[src/rtl/dmem_pkg.sv]
// Shared constants for the MEM-stage load/store unit: funct3 encodings,
// FSM state codes and the per-size base byte strobes.
package dmem_pkg;

  localparam logic [2:0] F3_B  = 3'b000;
  localparam logic [2:0] F3_H  = 3'b001;
  localparam logic [2:0] F3_W  = 3'b010;
  localparam logic [2:0] F3_BU = 3'b100;
  localparam logic [2:0] F3_HU = 3'b101;

  typedef logic [2:0] state_t;

  localparam state_t IDLE = 3'd0;
  localparam state_t RD_A = 3'd1;
  localparam state_t RD_D = 3'd2;
  localparam state_t WR   = 3'd3;
  localparam state_t ERR  = 3'd4;
  localparam state_t RESP = 3'd5;

  localparam logic [3:0] STRB_BYTE = 4'h1;
  localparam logic [3:0] STRB_HALF = 4'h3;
  localparam logic [3:0] STRB_WORD = 4'hF;

  // Access size is carried by funct3[1:0]; the sign bit funct3[2] does not matter here.
  function automatic logic [3:0] base_strb(input logic [2:0] funct3);
    case (funct3[1:0])
      2'b00:   base_strb = STRB_BYTE;
      2'b01:   base_strb = STRB_HALF;
      default: base_strb = STRB_WORD;
    endcase
  endfunction

endpackage

[src/rtl/dmem_lane_align.sv]
// Byte-lane steering between a 32-bit core word and a LINE_W-bit memory line,
// plus alignment / funct3 legality classification of an access.
module dmem_lane_align
  import dmem_pkg::*;
#(
  parameter  int LINE_W = 128,
  localparam int OFF_W  = $clog2(LINE_W/8)
) (
  input  logic [OFF_W-1:0]    off,
  input  logic                we,
  input  logic [2:0]          funct3,
  input  logic [31:0]         wdata,
  input  logic [LINE_W-1:0]   rline,
  output logic [LINE_W/8-1:0] wstrb,
  output logic [LINE_W-1:0]   wline,
  output logic [31:0]         load_ext,
  output logic                misaligned,
  output logic                illegal
);

  localparam int STRB_N = LINE_W/8;

  logic [OFF_W+2:0] bit_sh;
  logic [31:0]      rword;

  assign bit_sh = {off, 3'b000};
  assign wstrb  = STRB_N'(base_strb(funct3)) << off;
  assign wline  = LINE_W'(wdata) << bit_sh;
  assign rword  = 32'(rline >> bit_sh);

  always_comb begin
    case (funct3)
      F3_B:    load_ext = {{24{rword[7]}}, rword[7:0]};
      F3_H:    load_ext = {{16{rword[15]}}, rword[15:0]};
      F3_W:    load_ext = rword;
      F3_BU:   load_ext = {24'h0, rword[7:0]};
      F3_HU:   load_ext = {16'h0, rword[15:0]};
      default: load_ext = 32'h0;
    endcase
  end

  always_comb begin
    case (funct3[1:0])
      2'b01:   misaligned = off[0];
      2'b10:   misaligned = (off[1:0] != 2'b00);
      default: misaligned = 1'b0;
    endcase
  end

  // Stores have no unsigned variants; loads reject 011, 110 and 111.
  assign illegal = we ? (funct3[2] || (funct3[1:0] == 2'b11))
                      : ((funct3[1:0] == 2'b11) || (funct3 == 3'b110));

endmodule

[src/rtl/dmem_access_unit.sv]
// MEM-stage load/store unit: holds one access at a time and drives the
// AR/R or AW/W handshakes to completion before pulsing resp_valid.
//
// state | meaning
// IDLE  | req_ready high, waiting for an access
// RD_A  | read address offered on AR
// RD_D  | waiting for the read line on R
// WR    | AW and W offered independently until both accepted
// ERR   | illegal funct3 or misaligned, no bus activity
// RESP  | one-cycle completion pulse
module dmem_access_unit
  import dmem_pkg::*;
#(
  parameter  int ADDR_W = 32,
  parameter  int DATA_W = 32,
  parameter  int LINE_W = 128,
  localparam int OFF_W  = $clog2(LINE_W/8)
) (
  input  logic                clk,
  input  logic                rst,
  input  logic                req_valid,
  output logic                req_ready,
  input  logic                req_we,
  input  logic [2:0]          req_funct3,
  input  logic [ADDR_W-1:0]   req_addr,
  input  logic [DATA_W-1:0]   req_wdata,
  output logic                resp_valid,
  output logic [DATA_W-1:0]   resp_rdata,
  output logic                resp_err,
  output logic [ADDR_W-1:0]   ARADDR,
  output logic                ARVALID,
  input  logic                ARREADY,
  input  logic [LINE_W-1:0]   RDATA,
  input  logic                RVALID,
  output logic                RREADY,
  output logic [ADDR_W-1:0]   AWADDR,
  output logic                AWVALID,
  input  logic                AWREADY,
  output logic [LINE_W-1:0]   WDATA,
  output logic [LINE_W/8-1:0] WSTRB,
  output logic                WVALID,
  input  logic                WREADY
);

  state_t              state_q, state_d;
  logic                we_q, we_d;
  logic [2:0]          funct3_q, funct3_d;
  logic [ADDR_W-1:0]   addr_q, addr_d;
  logic [DATA_W-1:0]   wdata_q, wdata_d;
  logic                aw_done_q, aw_done_d;
  logic                w_done_q, w_done_d;
  logic                err_q, err_d;
  logic [DATA_W-1:0]   rdata_q, rdata_d;

  logic                sel_idle;
  logic [OFF_W-1:0]    al_off;
  logic                al_we;
  logic [2:0]          al_f3;
  logic [LINE_W/8-1:0] al_wstrb;
  logic [LINE_W-1:0]   al_wline;
  logic [31:0]         al_load;
  logic                al_misaligned;
  logic                al_illegal;
  logic                aw_fire, w_fire;
  logic [ADDR_W-1:0]   line_addr;

  // While idle the aligner classifies the incoming request; afterwards it works on the latched one.
  assign sel_idle = (state_q == IDLE);
  assign al_off   = sel_idle ? req_addr[OFF_W-1:0] : addr_q[OFF_W-1:0];
  assign al_we    = sel_idle ? req_we : we_q;
  assign al_f3    = sel_idle ? req_funct3 : funct3_q;

  dmem_lane_align #(
    .LINE_W (LINE_W)
  ) u_lane_align (
    .off        (al_off),
    .we         (al_we),
    .funct3     (al_f3),
    .wdata      (wdata_q),
    .rline      (RDATA),
    .wstrb      (al_wstrb),
    .wline      (al_wline),
    .load_ext   (al_load),
    .misaligned (al_misaligned),
    .illegal    (al_illegal)
  );

  assign aw_fire = AWVALID && AWREADY;
  assign w_fire  = WVALID && WREADY;

  always_comb begin
    state_d   = state_q;
    we_d      = we_q;
    funct3_d  = funct3_q;
    addr_d    = addr_q;
    wdata_d   = wdata_q;
    aw_done_d = aw_done_q;
    w_done_d  = w_done_q;
    err_d     = err_q;
    rdata_d   = rdata_q;
    case (state_q)
      IDLE: begin
        if (req_valid) begin
          we_d      = req_we;
          funct3_d  = req_funct3;
          addr_d    = req_addr;
          wdata_d   = req_wdata;
          aw_done_d = 1'b0;
          w_done_d  = 1'b0;
          if (al_misaligned || al_illegal) state_d = ERR;
          else if (req_we)                 state_d = WR;
          else                             state_d = RD_A;
        end
      end
      RD_A: begin
        if (ARREADY) state_d = RD_D;
      end
      RD_D: begin
        if (RVALID) begin
          rdata_d = DATA_W'(al_load);
          err_d   = 1'b0;
          state_d = RESP;
        end
      end
      WR: begin
        if (aw_fire) aw_done_d = 1'b1;
        if (w_fire)  w_done_d  = 1'b1;
        if ((aw_done_q || aw_fire) && (w_done_q || w_fire)) begin
          rdata_d = '0;
          err_d   = 1'b0;
          state_d = RESP;
        end
      end
      ERR: begin
        rdata_d = '0;
        err_d   = 1'b1;
        state_d = RESP;
      end
      RESP:    state_d = IDLE;
      default: state_d = IDLE;
    endcase
  end

  always_ff @(posedge clk or posedge rst) begin
    if (rst) begin
      state_q   <= IDLE;
      we_q      <= 1'b0;
      funct3_q  <= 3'b000;
      addr_q    <= '0;
      wdata_q   <= '0;
      aw_done_q <= 1'b0;
      w_done_q  <= 1'b0;
      err_q     <= 1'b0;
      rdata_q   <= '0;
    end else begin
      state_q   <= state_d;
      we_q      <= we_d;
      funct3_q  <= funct3_d;
      addr_q    <= addr_d;
      wdata_q   <= wdata_d;
      aw_done_q <= aw_done_d;
      w_done_q  <= w_done_d;
      err_q     <= err_d;
      rdata_q   <= rdata_d;
    end
  end

  assign line_addr  = {addr_q[ADDR_W-1:OFF_W], {OFF_W{1'b0}}};

  assign req_ready  = (state_q == IDLE);
  assign resp_valid = (state_q == RESP);
  assign resp_err   = (state_q == RESP) && err_q;
  assign resp_rdata = rdata_q;

  assign ARADDR  = line_addr;
  assign ARVALID = (state_q == RD_A);
  assign RREADY  = (state_q == RD_D);

  assign AWADDR  = line_addr;
  assign AWVALID = (state_q == WR) && !aw_done_q;
  assign WVALID  = (state_q == WR) && !w_done_q;
  assign WSTRB   = (state_q == WR) ? al_wstrb : '0;
  assign WDATA   = (state_q == WR) ? al_wline : '0;

endmodule
[config.mk]
export PLATFORM = sky130hd
export DESIGN_NAME = dmem_access_unit
export DESIGN_NICKNAME = d
export VERILOG_FILES = /design/src/rtl/dmem_pkg.sv /design/src/rtl/dmem_lane_align.sv /design/src/rtl/dmem_access_unit.sv
export SDC_FILE = /design/constraint.sdc
export NUM_CORES = 1
export LEC_CHECK = 0
export CELL_PAD_IN_SITES_DETAIL_PLACEMENT = 1
export CELL_PAD_IN_SITES_GLOBAL_PLACEMENT = 1
export CORE_AREA = 2 2 174 176
export DETAILED_ROUTE_END_ITERATION = 6
export DIE_AREA = 0 0 176 178
export DONT_BUFFER_PORTS = 1
export PLACE_DENSITY = 0.73
export SKIP_LAST_GASP = 1
export SLEW_MARGIN = 10
export SYNTH_ARGS = -nofsm -noshare
export SYNTH_HDL_FRONTEND = slang
export SYNTH_HIERARCHICAL = 1
export SYNTH_SLANG_ARGS = --single-unit
[constraint.sdc]
create_clock -name clk -period 6.6 [get_ports clk]
set_input_delay 1.98 -clock clk [delete_from_list [all_inputs] [get_ports clk]]
set_output_delay 1.98 -clock clk [all_outputs]
set_load 0.005 [all_outputs]
### Word level (Yosys, flattened, before mapping)

Index checks and enable logic that the tools add are counted.

| word-level totals | value |
|---|---|
| flip-flop bits (word level) | 106 |
| output and inout port bits | 247 |

| cells by class | value |
|---|---|
| eq/ne operators | 19 |
| shift-type cells | 3 |
| muxes and demuxes | 27 |
| reductions and logical operators | 24 |

Operators with widths:

| operator | count |
|---|---|
| $pmux W32 S5 | 1 |
| $mux W128 | 1 |
| $shl A32 B7 Y128 | 1 |
| $shr A128 B7 Y32 | 1 |
| $pmux W32 S3 | 1 |
| $mux W32 | 2 |
| $mux W3 | 6 |
| $mux W16 | 1 |
| $shl A4 B4 Y16 | 1 |
| $eq A3 B3 Y1 const B | 5 |
| $pmux W3 S5 | 1 |
| $ne A2 B2 Y1 const B | 5 |
| $eq A3 B2 Y1 const B | 3 |
| $reduce_and A3 Y1 | 3 |
| $pmux W4 S2 | 1 |
| $mux W1 | 7 |
| $eq A3 B1 Y1 const B | 2 |
| $logic_and A1 B1 Y1 | 6 |
| $logic_not A3 Y1 | 2 |
| $pmux W1 S2 | 3 |
| $logic_or A1 B1 Y1 | 5 |
| $eq A2 B2 Y1 const B | 2 |
| $mux W4 | 1 |
| $reduce_and A4 Y1 | 1 |
| 9 further kinds | 11 |

### Logic depth before layout (Yosys ltp)

| logic depth | value |
|---|---|
| depth in word-level cells | 9 |
| gate-level depth with buffers | 16 |

### Hierarchy

The synthesis kept the hierarchy.

Modules (own cells, without submodules):

| module | instances | cells each | area an instance (µm²) | sequential area each (µm²) |
|---|---|---|---|---|
| dmem_access_unit | 1 | 576 | 6322.3 | 2652.5 |
| dmem_lane_align | 1 | 735 | 5552.8 | 0.0 |

### Worst setup path before layout

OpenSTA, ideal clock, no wires.

| timing path | value |
|---|---|
| kind | input to output |
| from | input req_addr[2] |
| to | output WSTRB[8] |
| arrival | 3685 ps |
| slack | 935 ps |
| stages on the path | 11 |
| path buffers | 7 |
| path through | mux2_2 > buf_6 > buf_6 > buf_6 > buf_6 > buf_4 > buf_4 > nand2_1 > buf_2 > o22ai_1 > and2_1 |

| on the way | value |
|---|---|
| word-level cells in the longest chain between the ends | 3 |

RTL lines:

| what | line | text |
|---|---|---|
| from (decl) | dmem_access_unit.sv:25 | `input logic [ADDR_W-1:0] req_addr,` |
| $mux W4 | dmem_access_unit.sv:69 | `assign al_off = sel_idle ? req_addr[OFF_W-1:0] : addr_q[OFF_W-1:0];` |
| $shl A4 B4 Y16 | dmem_lane_align.sv:27 | `assign wstrb = STRB_N'(base_strb(funct3)) << off;` |
| net al_wstrb[8] | dmem_access_unit.sv:59 | `logic [LINE_W/8-1:0] al_wstrb;` |
| $mux W16 | dmem_access_unit.sv:182 | `assign WSTRB = (state_q == WR) ? al_wstrb : '0;` |
| to (decl) | dmem_access_unit.sv:40 | `output logic [LINE_W/8-1:0] WSTRB,` |

The timed path passes the listed nets, and every way through them passes these cells.

### Final worst setup path

| timing path | value |
|---|---|
| from | input req_funct3[1] |
| to | output WSTRB[12] |

| on the way | value |
|---|---|
| word-level cells in the longest chain between the ends | 5 |
| elaborated cells on any way between the ends | 6 |

RTL lines:

| what | line | text |
|---|---|---|
| from (decl) | dmem_access_unit.sv:24 | `input logic [2:0] req_funct3,` |
| $mux W3 * | dmem_access_unit.sv:71 | `assign al_f3 = sel_idle ? req_funct3 : funct3_q;` |
| $eq A2 B1 Y1 or $logic_not A2 Y1 (tied branches) | dmem_pkg.sv:26 | `case (funct3[1:0])` |
| $pmux W4 S2 * | dmem_pkg.sv:26 |  |
| $shl A4 B4 Y16 * | dmem_lane_align.sv:27 |  |
| net al_wstrb[12] | dmem_access_unit.sv:59 |  |
| $mux W16 * | dmem_access_unit.sv:182 |  |

The timed path passes the listed nets; every way through them passes the cells marked *.

==> results_dict.tcl <==
set metrics [dict create \
    post_drt_wl_per_cell_um 29.0 \
    place_ws_ns 0.626 \
    path_max_fanout 9 \
    worstSetupStartpointType "primary input" \
    io_pins 450 \
    nets 1381 \
    ys_seq_elements 106 \
    timing.fmax_mhz 167 \
    yosysSeqAreaShare_pct 22.3 \
    numCtsBuffers 9 \
    grt_pass1_wl_um 65700 \
    diodes 0 \
    cts_root_buffer "clkbuf_16" \
    route.antenna.remaining_nets 0 \
    p_leak_nw 4.85 \
    finalCriticalPeriod_ns 5.99 \
    whs_ns 0.510 \
    rows 63 \
    ys_warn_count 6 \
    coreArea_sq_mm 0.0294 \
    cts_tree "yes" \
    worst_slew_pin_slew_ns 1.26 \
    holdBufCountCts 0 \
    cap_viol_max_count 0 \
    die_area_sq_mm 0.0313 \
    critical_path_class "primary input to output pin" \
    finalSetupTns_ns 0 \
    yosys.area.top_type "dfrtp_1" \
    worst_ep_arrival_time_ns 4.01 \
    cts-htree-levels 3 \
    synth-edff-count 0 \
    synthFlopType "dfrtp_1" \
    post-cts-setup-buffers 0 \
    grt_max_degree 83 \
    final_cell_mix "185 x and2_1, 140 x nor2_1, 106 x dfrtp_1" \
    clock_path_buffers 2 \
    yosys-top-cells-area "dfrtp_1 22%, and2_1 9.8%, mux4_2 9.1%, mux2i_1 7.7%, mux2_4 7.6%" \
    cts.clk_slew.worst_paths_ns 0.07 \
    dr.pass1.iters 5 \
    fin_ws_ns 0.608 \
    yosysTopAreaCellShare_pct 22.3 \
    grt_remaining_overflow 0 \
    worst_setup_path_end_kind "output pin" \
    final_common_cell "and2_1" \
    remaining_drc_errors 0 \
    finClkSkew_ns 0.0191 \
    power_mw 7.72 \
    first_iter_violations 856 \
    via_per_inst 6.30 \
    r2r_slack_ns 2.03 \
    netlist_instances 1311 \
    syn_avg_cell_area_sq_um 9.06 \
    ir_drop_v 0.000236 \
    cellPowerDensity_mw_per_mm2 657 \
    hp-class "flip-flop to flip-flop" \
    io_buffers 0 \
    wl_um 45400 \
    fp.dieW_um 176 \
    min_period_over_period_pct 90.8 \
    async_flop_share_pct 100 \
    gp_congestion 0.880 \
    max_slew_margin_pct 15.8 \
    hold_viol 0 \
    grt_usage_pct 27.8 \
    initial_core_util_pct 40.4 \
    rsz0062_at_grt "no" \
    cp_data_required_time_ns 4.62 \
    cts_resized 0 \
    grt_antenna_before_repair 0 \
    vias 9871 \
    outcome "finished clean" \
    dp_hpwl_um 33900 \
    area_growth_pct -1.04 \
    first_global_vias 10141 \
    clk_latency_ns 0.37 \
    clock-sinks 106 \
    die_y_um 178 \
    slew_violations 0 \
    drive_above_1_share_pct 19.6 \
    setup_viol 0 \
    yosys.cell_types.count 67 \
    synth_area_sq_mm 0.0119 \
]
synthesized netlist by cell type, drive strengths merged, types with 2 or more instances:
cell type,instances
o221ai,8
o2bb2ai,32
o31ai,6
mux2,115
a2bb2oi,10
and2,186
o22ai,17
a21oi,32
buf,127
or3,2
a31oi,37
inv,17
o21ai,46
mux4,48
a21boi,3
a22oi,15
a221oi,14
a211o,3
ha,5
and3,4
o211ai,2
nor2b,20
or2,3
nor2,142
a211oi,7
mux2i,91
nor3b,5
a2111oi,3
clkbuf,55
nand2b,9
nand2,91
dfrtp,106
nand3,5
a311o,2
a311oi,9
nor3,2
o22a,8
a22o,14
layer usage:
| layer | global-route usage (%) | up-vias | part of all wire (%) |
|---|---|---|---|
| met5 | 0 | - | 0 |
| met4 | 9.78 | 0 | 3.4 |
| met3 | 7.08 | 72 | 8.3 |
| met2 | 49.9 | 485 | 51 |
| met1 | 32.0 | 4960 | 38 |
| li1 | - | 4354 | - |
flip-flops by register name, summed over array words and instances, names as in the netlist:
signal      flops
wdata_q        32
funct3_q        3
state_q         3
aw_done_q       1
we_q            1
err_q           1
w_done_q        1
addr_q         32
resp_rdata     32
per-stage QoR:
step                      instance area (sq um)  utilization, %  std cells
after detailed placement                  11400            38.9       1552
after global placement                    11400            38.9       1552
final                                     11800            40.0       1568
after floorplan                           11900               -       1318
after global routing                      11800            40.0       1568
after CTS                                 11800            40.0       1568
cell type report:
class	instances	area (sq um)
fillers	3370	17700
multi-input cells	1012	8020
flip-flops and latches	106	2650
well taps	390	488
clock buffers	9	225
repair buffers	26	195
clock inverters	7	96.3
inverters	18	70.1
worst max-delay path, stage by stage:
cell and delay, ns:
mux2_2 0.29, inv_1 0.10, ha_1 0.41, nor2_1 0.19, a2bb2oi_1 0.30, nor2_1 0.07, a21oi_1 0.31, nor2_1 0.16
and2_1 0.20
cell families (layout without fill, tap and decap cells):
family,after synthesis,in the layout,share of synthesized area [%]
buffers and inverters,200,60,10.6
DFF,106,106,22.3
other,1,8,0.0316
AOI/OAI and AO/OA,273,273,16.8
muxes,254,254,29.6
adders and majority gates,5,5,0.527
and+or+nand+nor,472,472,20.2
report_power, final:
group          switching, mW  total, mW  internal [mW]  leakage (nW)
clock                  0.294      0.602          0.307         0.154
sequential             0.438       1.38          0.947          1.31
combinational           3.45       5.73           2.28          3.39
total                   4.19       7.72           3.53          4.85
final timing paths:
path / from / end / cells after the start
max: req_funct3[1] / WSTRB[12] / 9
min: we_q$_DFFE_PP0P_ / we_q$_DFFE_PP0P_ / 1
max reg2reg: state_q[0]$_DFFE_PP0P_ / resp_rdata[0]$_DFFE_PP0P_ / 10
min reg2reg: we_q$_DFFE_PP0P_ / we_q$_DFFE_PP0P_ / 1
max in group asynchronous: rst / wdata_q[8]$_DFFE_PP0P_ / 2
min in group asynchronous: rst / err_q$_DFFE_PP0P_ / 1
(Power assumes the default switching activity.)
